===== src/rtl/hazard_pkg.sv =====
// -----------------------------------------------------------------------------
// hazard_pkg
// Shared types and constants for the pipeline hazard controller.
//   hazard_state_t : load-use stall FSM state (IDLE, LD_STALL)
//   REG_ZERO       : register specifier of $zero, which never creates a hazard
// -----------------------------------------------------------------------------
package hazard_pkg;

    typedef enum logic {
        IDLE     = 1'b0,
        LD_STALL = 1'b1
    } hazard_state_t;

    localparam logic [31:0] REG_ZERO = '0;

endpackage


===== src/rtl/hazard_lat_counter.sv =====
// -----------------------------------------------------------------------------
// hazard_lat_counter
// Down counter: synchronous clear, load, otherwise decrement and hold at 0.
// Width is sized to hold values 0..N.
// Ports:
//   clk       in   pipeline clock
//   rst       in   asynchronous active-high reset (count -> 0)
//   clear     in   force count to 0 (highest priority after reset)
//   load      in   load load_val
//   load_val  in   value to load
//   cnt       out  current count
// -----------------------------------------------------------------------------
module hazard_lat_counter #(
    parameter  int N = 1,
    localparam int W = $clog2(N + 1)
) (
    input  logic         clk,
    input  logic         rst,
    input  logic         clear,
    input  logic         load,
    input  logic [W-1:0] load_val,
    output logic [W-1:0] cnt
);

    always_ff @(posedge clk or posedge rst) begin
        if (rst) begin
            cnt <= '0;
        end else if (clear) begin
            cnt <= '0;
        end else if (load) begin
            cnt <= load_val;
        end else if (cnt != '0) begin
            cnt <= cnt - 1'b1;
        end
    end

endmodule


===== src/rtl/pipeline_hazard_ctrl.sv =====
// -----------------------------------------------------------------------------
// pipeline_hazard_ctrl
// Stall/flush controller beside the ID stage of a 5-stage MIPS pipeline.
// Detects load-use hazards (stall of LOAD_LAT cycles) and HI/LO hazards
// against a multi-cycle mult/div unit, and flushes on taken branch / jump.
// Flush always overrides stall.
//
// Optional feature: define HAZ_PERF_CNT_EN to add the stall_cycles and
// flush_count performance counters (32-bit, wrapping, cleared by rst).
//
// Ports:
//   clk, rst             clock, async active-high reset (outputs 0 while high)
//   if_id_rs, if_id_rt   source specifiers of the instruction in ID
//   id_ex_rt             destination rt of the instruction in EX
//   id_ex_mem_read       instruction in EX is a load
//   if_id_uses_hilo      instruction in ID reads HI/LO
//   md_start             mult/div issued this cycle
//   branch_taken, jump   control transfer resolved this cycle
//   pc_write_disable     hold PC
//   if_id_write_disable  hold IF/ID
//   id_ex_bubble         zero the controls entering ID/EX
//   if_id_flush          clear IF/ID
//   id_ex_flush          clear ID/EX (only when FLUSH_ID_EX != 0)
//   stall_cycles         (HAZ_PERF_CNT_EN) cycles with stall outputs asserted
//   flush_count          (HAZ_PERF_CNT_EN) cycles with flush asserted
// -----------------------------------------------------------------------------
module pipeline_hazard_ctrl
    import hazard_pkg::*;
#(
    parameter int REG_ADDR_W  = 5,
    parameter int LOAD_LAT    = 1,
    parameter int MD_LAT      = 8,
    parameter int FLUSH_ID_EX = 1
) (
    input  logic                  clk,
    input  logic                  rst,
    input  logic [REG_ADDR_W-1:0] if_id_rs,
    input  logic [REG_ADDR_W-1:0] if_id_rt,
    input  logic [REG_ADDR_W-1:0] id_ex_rt,
    input  logic                  id_ex_mem_read,
    input  logic                  if_id_uses_hilo,
    input  logic                  md_start,
    input  logic                  branch_taken,
    input  logic                  jump,
`ifdef HAZ_PERF_CNT_EN
    output logic [31:0]           stall_cycles,
    output logic [31:0]           flush_count,
`endif
    output logic                  pc_write_disable,
    output logic                  if_id_write_disable,
    output logic                  id_ex_bubble,
    output logic                  if_id_flush,
    output logic                  id_ex_flush
);

    localparam int LD_W = $clog2(LOAD_LAT + 1);
    localparam int MD_W = $clog2(MD_LAT + 1);
    localparam logic [LD_W-1:0] LD_LOAD_VAL = LD_W'(LOAD_LAT - 1);
    // The issue cycle itself is the first of the MD_LAT cycles, so the
    // counter only has to cover the MD_LAT-1 cycles that follow it.
    localparam logic [MD_W-1:0] MD_LOAD_VAL = MD_W'(MD_LAT - 1);

    hazard_state_t   state, state_nxt;
    logic [LD_W-1:0] ld_cnt;
    logic [MD_W-1:0] md_cnt;
    logic            lu, flush, hilo, stall, stall_eff, ld_load;

    assign lu = id_ex_mem_read
              & (id_ex_rt != REG_ZERO[REG_ADDR_W-1:0])
              & ((id_ex_rt == if_id_rs) | (id_ex_rt == if_id_rt));

    assign flush   = branch_taken | jump;
    assign ld_load = (state == IDLE) & lu & ~flush & (LOAD_LAT > 1);

    hazard_lat_counter #(.N(LOAD_LAT)) u_ld_cnt (
        .clk      (clk),
        .rst      (rst),
        .clear    (flush),
        .load     (ld_load),
        .load_val (LD_LOAD_VAL),
        .cnt      (ld_cnt)
    );

    hazard_lat_counter #(.N(MD_LAT)) u_md_cnt (
        .clk      (clk),
        .rst      (rst),
        .clear    (1'b0),
        .load     (md_start),
        .load_val (MD_LOAD_VAL),
        .cnt      (md_cnt)
    );

    always_ff @(posedge clk or posedge rst) begin
        if (rst) begin
            state <= IDLE;
        end else begin
            state <= state_nxt;
        end
    end

    always_comb begin
        state_nxt = state;
        case (state)
            IDLE: begin
                if (ld_load) begin
                    state_nxt = LD_STALL;
                end
            end
            LD_STALL: begin
                if (flush || (ld_cnt == LD_W'(1))) begin
                    state_nxt = IDLE;
                end
            end
            default: state_nxt = IDLE;
        endcase
    end

    assign hilo  = (md_cnt != '0) & if_id_uses_hilo;
    assign stall = (lu & (state == IDLE)) | (state == LD_STALL) | hilo;

    // Gating with rst makes every output drop the moment reset is applied.
    assign stall_eff           = stall & ~flush & ~rst;
    assign pc_write_disable    = stall_eff;
    assign if_id_write_disable = stall_eff;
    assign id_ex_bubble        = stall_eff;
    assign if_id_flush         = flush & ~rst;
    assign id_ex_flush         = flush & ~rst & (FLUSH_ID_EX != 0);

`ifdef HAZ_PERF_CNT_EN
    always_ff @(posedge clk or posedge rst) begin
        if (rst) begin
            stall_cycles <= '0;
            flush_count  <= '0;
        end else begin
            if (stall & ~flush) begin
                stall_cycles <= stall_cycles + 32'd1;
            end
            if (flush) begin
                flush_count <= flush_count + 32'd1;
            end
        end
    end
`endif

endmodule

===== config.mk =====
export PLATFORM = sky130hd
export DESIGN_NAME = pipeline_hazard_ctrl
export DESIGN_NICKNAME = d
export VERILOG_FILES = /design/src/rtl/hazard_pkg.sv /design/src/rtl/hazard_lat_counter.sv /design/src/rtl/pipeline_hazard_ctrl.sv
export SDC_FILE = /design/constraint.sdc
export NUM_CORES = 1
export LEC_CHECK = 0
export BUFFER_PORTS_ARGS = -buffer_cell sky130_fd_sc_hd__buf_4
export CORE_AREA = 2 2 39 41
export CTS_BUF_LIST = sky130_fd_sc_hd__clkbuf_8
export CTS_CLUSTER_DIAMETER = 50
export CTS_CLUSTER_SIZE = 30
export DETAILED_ROUTE_END_ITERATION = 7
export DIE_AREA = 0 0 41 43
export GPL_TIMING_DRIVEN = 0
export PLACE_DENSITY = 0.7
export SLEW_MARGIN = 20
export SYNTH_ARGS = -nofsm -noshare
export SYNTH_HDL_FRONTEND = slang
export SYNTH_SLANG_ARGS = --single-unit

===== constraint.sdc =====
create_clock -name clk -period 2.9 [get_ports clk]
set_input_delay 0.29 -clock clk [delete_from_list [all_inputs] [get_ports clk]]
set_output_delay 0.29 -clock clk [all_outputs]
set_load 0.1 [all_outputs]

==> results.cfg, run 1 <==
[global_route]
antenna_found_initial = 0
track_usage = 0.107
grt_pass1_vias = 372
grt_pass1_wl_um = 1310
grt_max_degree = 8
overflow = 0

[sta]
finalClockSkew_ps = 1.48
fin_tns_setup_ps = 0
relSlewSlack = 0.815
min_period_ps = 2270
max_freq_mhz = 440
rsz0062_at_grt = false
period_share = 0.783
setup_viol = 0
layout_setup_ws_ps = 629
finalMaxSlewViolations = 0
hold-worst-slack_ps = -0.0830
worstMarginPinSlew_ps = 280
finalHoldViolCount = 2

[logic_synthesis]
synth_top_area_frac = 0.303
ys_seq_area_frac = 0.303
synth-seq-cells = 5
synth-adder-area-share = 0.0303
netlist_top_cells_area = dfrtp_1 (30%), xor2_1 (21%), buf_4 (5.5%)
syn_avg_cell_area_um2 = 8.43
yosysWarnings = 0
yosysTopAreaCell = dfrtp_1
synth_area_um2 = 413
ys_types = 22
muxShareOfSynthArea = 0
synthSimpleGateAreaFrac = 0.236
synth_top_family_by_area = simple AND/OR/NAND/NOR gates
synth_cells = 49
synth_xor_area_frac = 0.233
synth_fp_nets = 72
synth_compound_area_frac = 0.106

[cts]
cts-root-buf = clkbuf_8
cts_made_buffers = 3
cts_setup_buffers = 0
numClockSinks = 5
ctsHtreeMaxLevel = 1
cts_resized = 0
cts_tree = yes
ctsHoldBuffers = 0
cts.clk_slew.worst_paths_ps = 30
clock_path_buffers = 2
clk_latency_ps = 220

[drt]
drt_drc_violations_left = 0
drt_iter0_markers = 4
postRouteAntennaNets = 0
drt_pre_antenna_iters = 3
routedWlPerCell_um = 9.17
vias = 407
avgViaCountPerCell = 4.28
drt_wl_total_um = 871

[die]
start_util = 0.298
core_um2 = 1380
rows = 14
io_pins = 27
fp.dieW_um = 41
die_h_um = 43
dieArea_um2 = 1760

[placed_design]
post-place-cells = 91
place.gp.congestion = 0.693
dp_slack_ps = 841
dp_hpwl_um = 766
place.port_buffers = 26

[power_and_ir_drop]
p_leak_uw = 0.000350
peakVddDrop_mv = 0.256
power.density_nw_per_um2 = 417

[finish]
seqCellArea_um2 = 125
fillerInstances = 137
mostFrequentLayoutCell = buf_4
nNetsFinal = 103
multi_input_area_um2 = 254
layout_common_cells = buf_4 (29), xor2_1 (10), inv_1 (5), nor2_1 (5), dfrtp_1 (5)
n_antenna_cell = 0
final_layout_size_suffix_gt1_frac = 0.430
area_growth_pct = 63.9
layout.cells.non_filler = 95
post-route-util = 0.489

[setup_path]
crit_start = u_md_cnt.cnt[0]
worstPathMaxFanout = 4
end_kind = output port
cp_data_arrival_time_ps = 1980
rrSetupSlack_ps = 1480
endpoint = if_id_write_disable
rr_endpoint = u_md_cnt.cnt[1]
crit_required_ps = 2610
startpoint_type = flop
rr_startpoint = u_md_cnt.cnt[0]
path_class = flop to output port
rr_worst_depth = 5

[status]
status = finished, violations left
violations = negative hold slack

[worst_hold_path]
holdCritPathClass = input pin to async pin

[flow_run]
drv_cap = 0
Yosys cell counts (all sizes together):
library cell,number
a21o,1
a21oi,2
a22oi,1
and2,1
buf,3
dfrtp,5
ha,1
inv,4
nand2,2
nand2b,2
nand3,1
nand3b,1
nor2,5
nor3,3
o2111ai,1
o21ai,2
or3,1
or3b,1
or4,1
xnor2,1
xor2,10
area by class of cell:
| class | count | area share |
|---|---|---|
| Multi-Input combinational cell | 37 | 0.375 |
| Sequential cell | 5 | 0.185 |
| Inverter | 4 | 0.0222 |
| Buffer | 3 | 0.0333 |
| Clock inverter | 1 | 0.00555 |
| Clock buffer | 3 | 0.0610 |
| Tap cell | 16 | 0.0296 |
| Timing Repair Buffer | 26 | 0.288 |
through the flow:
| stage | total power (uW) | hold slack (ps) | instance area, um^2 |
|---|---|---|---|
| floorplan | 128 | 85.0 | 417 |
| global placement | 161 | 228 | 632 |
| detailed placement | 162 | 231 | 632 |
| CTS | 287 | 0.114 | 677 |
| global route | 298 | 20.0 | 677 |
| finish | 282 | -0.0830 | 677 |
registers in the layout, indices dropped and copies added, names as in the netlist:
register and count:
u_md_cnt.cnt 4, state 1
routing by layer:
metal,track usage,wire [um],up-vias
met4,0.0800,0,0
met2,0.163,436,10
met5,0,0,-
met3,0.00524,49,0
li1,-,-,222
met1,0.134,385,175
how the worst min path moves through the flow:
stage	start	endpoint	cells past startpoint
finish	rst	u_md_cnt.cnt[0]	2
global route	rst	u_md_cnt.cnt[0]	2
CTS	rst	u_md_cnt.cnt[0]	2
detailed placement	rst	u_md_cnt.cnt[0]	2
global placement	rst	state	2
floorplan	rst	state	1
logic make-up after synthesis:
logic type      after synthesis
flops                         5
buf+inv                       7
xor+xnor                     11
simple gates                 18
fa+ha+maj                     1
compound gates                7
report_power, final:
part | internal, uW | switching, uW
Combinational | 37.7 | 46.9
Clock | 90.4 | 30.9
Sequential | 73.8 | 2.59
Total | 202 | 80.4
worst max-delay path, cell delays in order, from the launching register on:
cell     delay (ps)
dfrtp_1         390
inv_1            70
ha_1            190
or3b_4          420
a21o_1          180
nand3_1          90
o21ai_2          70
buf_4           130
buf_4           220
Power figures use the tool's default switching activity.
==> run 2: changes to the inputs <==
clock period = 2.2 ns   (was 2.9 ns; I/O delays follow)
==> results.cfg, run 2 (synthesis results as in run 1) <==
[global_route]
grt_pass1_vias = 406
grt_pass1_wl_um = 1540
track_usage = 0.131
overflow = 0
grt_max_degree = 8
antenna_found_initial = 0

[setup_path]
crit_chain = inv_1, ha_4, or3b_4, a21o_1, nand3_1, o21ai_2, buf_4, buf_8
cp_data_arrival_time_ps = 1900
crit_required_ps = 1980
startpoint_type = flop
worstPathMaxFanout = 4
critPathTopFamily = simple AND/OR/NAND/NOR gates
max_stage_delay_ps = 400
end_kind = output port
path_class = flop to output port
worst-path-buf-inv = 3
cp_slowest_cell = or3b_4

[die]
fp.dieW_um = 41
dieArea_um2 = 1760
core_um2 = 1380
rows = 14
start_util = 0.298
io_pins = 27
die_h_um = 43

[cts]
clock_path_buffers = 2
ctsHtreeMaxLevel = 1
cts_made_buffers = 3
cts.clk_slew.worst_paths_ps = 30
cts_tree = yes
numClockSinks = 5
cts-root-buf = clkbuf_8
clk_latency_ps = 220

[drt]
vias = 431
drt_pre_antenna_iters = 4
postRouteAntennaNets = 0
drt_wl_total_um = 900
drt_iter0_markers = 4
avgViaCountPerCell = 4.44
routedWlPerCell_um = 9.28
drt_drc_violations_left = 0

[finish]
layout.cells.non_filler = 97
final_layout_size_suffix_gt1_frac = 0.457
n_antenna_cell = 0
fillerInstances = 127
regMostFlops = u_md_cnt.cnt
largest_reg_flops = 4
mostFrequentLayoutCell = buf_4
layout_common_cells = buf_4 (28), xor2_1 (10), inv_1 (5), dfrtp_1 (5), nor2_1 (4)
multi_input_area_um2 = 269
top_regs = u_md_cnt.cnt (4), state (1)
nNetsFinal = 105
seqCellArea_um2 = 125
area_growth_pct = 75.5

[worst_hold_path]
holdCritPathClass = input pin to flop

[placed_design]
post-place-cells = 91
place.port_buffers = 26
place.gp.congestion = 0.647
dp_hpwl_um = 782

[sta]
rsz0062_at_grt = false
fin_tns_setup_ps = 0
finalClockSkew_ps = 2.47
period_share = 0.964
setup_viol = 0
finalMaxSlewViolations = 0
min_period_ps = 2120
max_freq_mhz = 472
finalHoldViolCount = 0
worstMarginPinSlew_ps = 282
relSlewSlack = 0.814

[power_and_ir_drop]
p_leak_uw = 0.000362
peakVddDrop_mv = 0.234
power.density_nw_per_um2 = 529

[status]
status = finished, final reports clean

[flow_run]
drv_cap = 0
-- run 2: cell types whose count changed in the layout (fill, tap and decap cells not counted), sizes merged --
cell / delta
buf: +1
dlygate4sd3: +1
-- run 2: what timing repair did --
| action | CTS | global route |
|---|---|---|
| pin swaps | 0 | 0 |
| buffers inserted | 0 | 1 |
| gates resized for setup | 2 | 4 |
| endpoints found under the setup margin | 2 | 2 |
| endpoints found under the hold margin | 5 | 0 |
| hold buffers | 1 | 0 |
-- run 2: report_power, final --
part           internal [uW]  total, uW  switching (uW)
Clock                    119        161            41.9
Sequential              97.2        100            3.24
Combinational           56.1        121            65.3
-- run 2: path summary, 6_finish.rpt --
path | slack [ps] | cells after the start | from | endpoint
max | 80 | 8 | u_md_cnt.cnt[0] | pc_write_disable
max reg2reg | 830 | 5 | u_md_cnt.cnt[0] | u_md_cnt.cnt[1]
max in group asynchronous | 1510 | 3 | rst | u_md_cnt.cnt[2]
min reg2reg | 490 | 1 | state | state
min | 180 | 2 | md_start | u_md_cnt.cnt[3]
min in group asynchronous | 500 | 3 | rst | state
-- run 2: layout make-up --
| class | count | share of cell area |
|---|---|---|
| Inverter | 4 | 0.0207 |
| Sequential cell | 5 | 0.173 |
| Clock buffer | 3 | 0.0570 |
| Clock inverter | 1 | 0.00518 |
| Timing Repair Buffer | 28 | 0.314 |
| Buffer | 3 | 0.0311 |
| Tap cell | 16 | 0.0276 |
| Multi-Input combinational cell | 37 | 0.371 |
-- run 2: per-layer routing --
metal | global-route usage | share of wire | up-vias | wire length (um)
met3 | 0.0471 | 0.053 | 0 | 48
met5 | 0 | 0 | - | 0
li1 | - | - | 226 | -
met2 | 0.194 | 0.58 | 11 | 525
met4 | 0.0800 | 0 | 0 | 0
met1 | 0.152 | 0.36 | 194 | 326
-- run 2: metrics by stage --
stage / hold slack, ps / area (um^2) / total power [uW] / worst slack, ps / util
after floorplan: 15.0 / 419 / 168 / 9.89 / -
after global placement: 168 / 634 / 213 / 236 / 0.458
after detailed placement: 170 / 634 / 215 / 204 / 0.458
after CTS: 181 / 697 / 380 / 11.5 / 0.504
after global routing: 196 / 724 / 403 / 0.794 / 0.524
final: 181 / 724 / 383 / 79.7 / 0.524
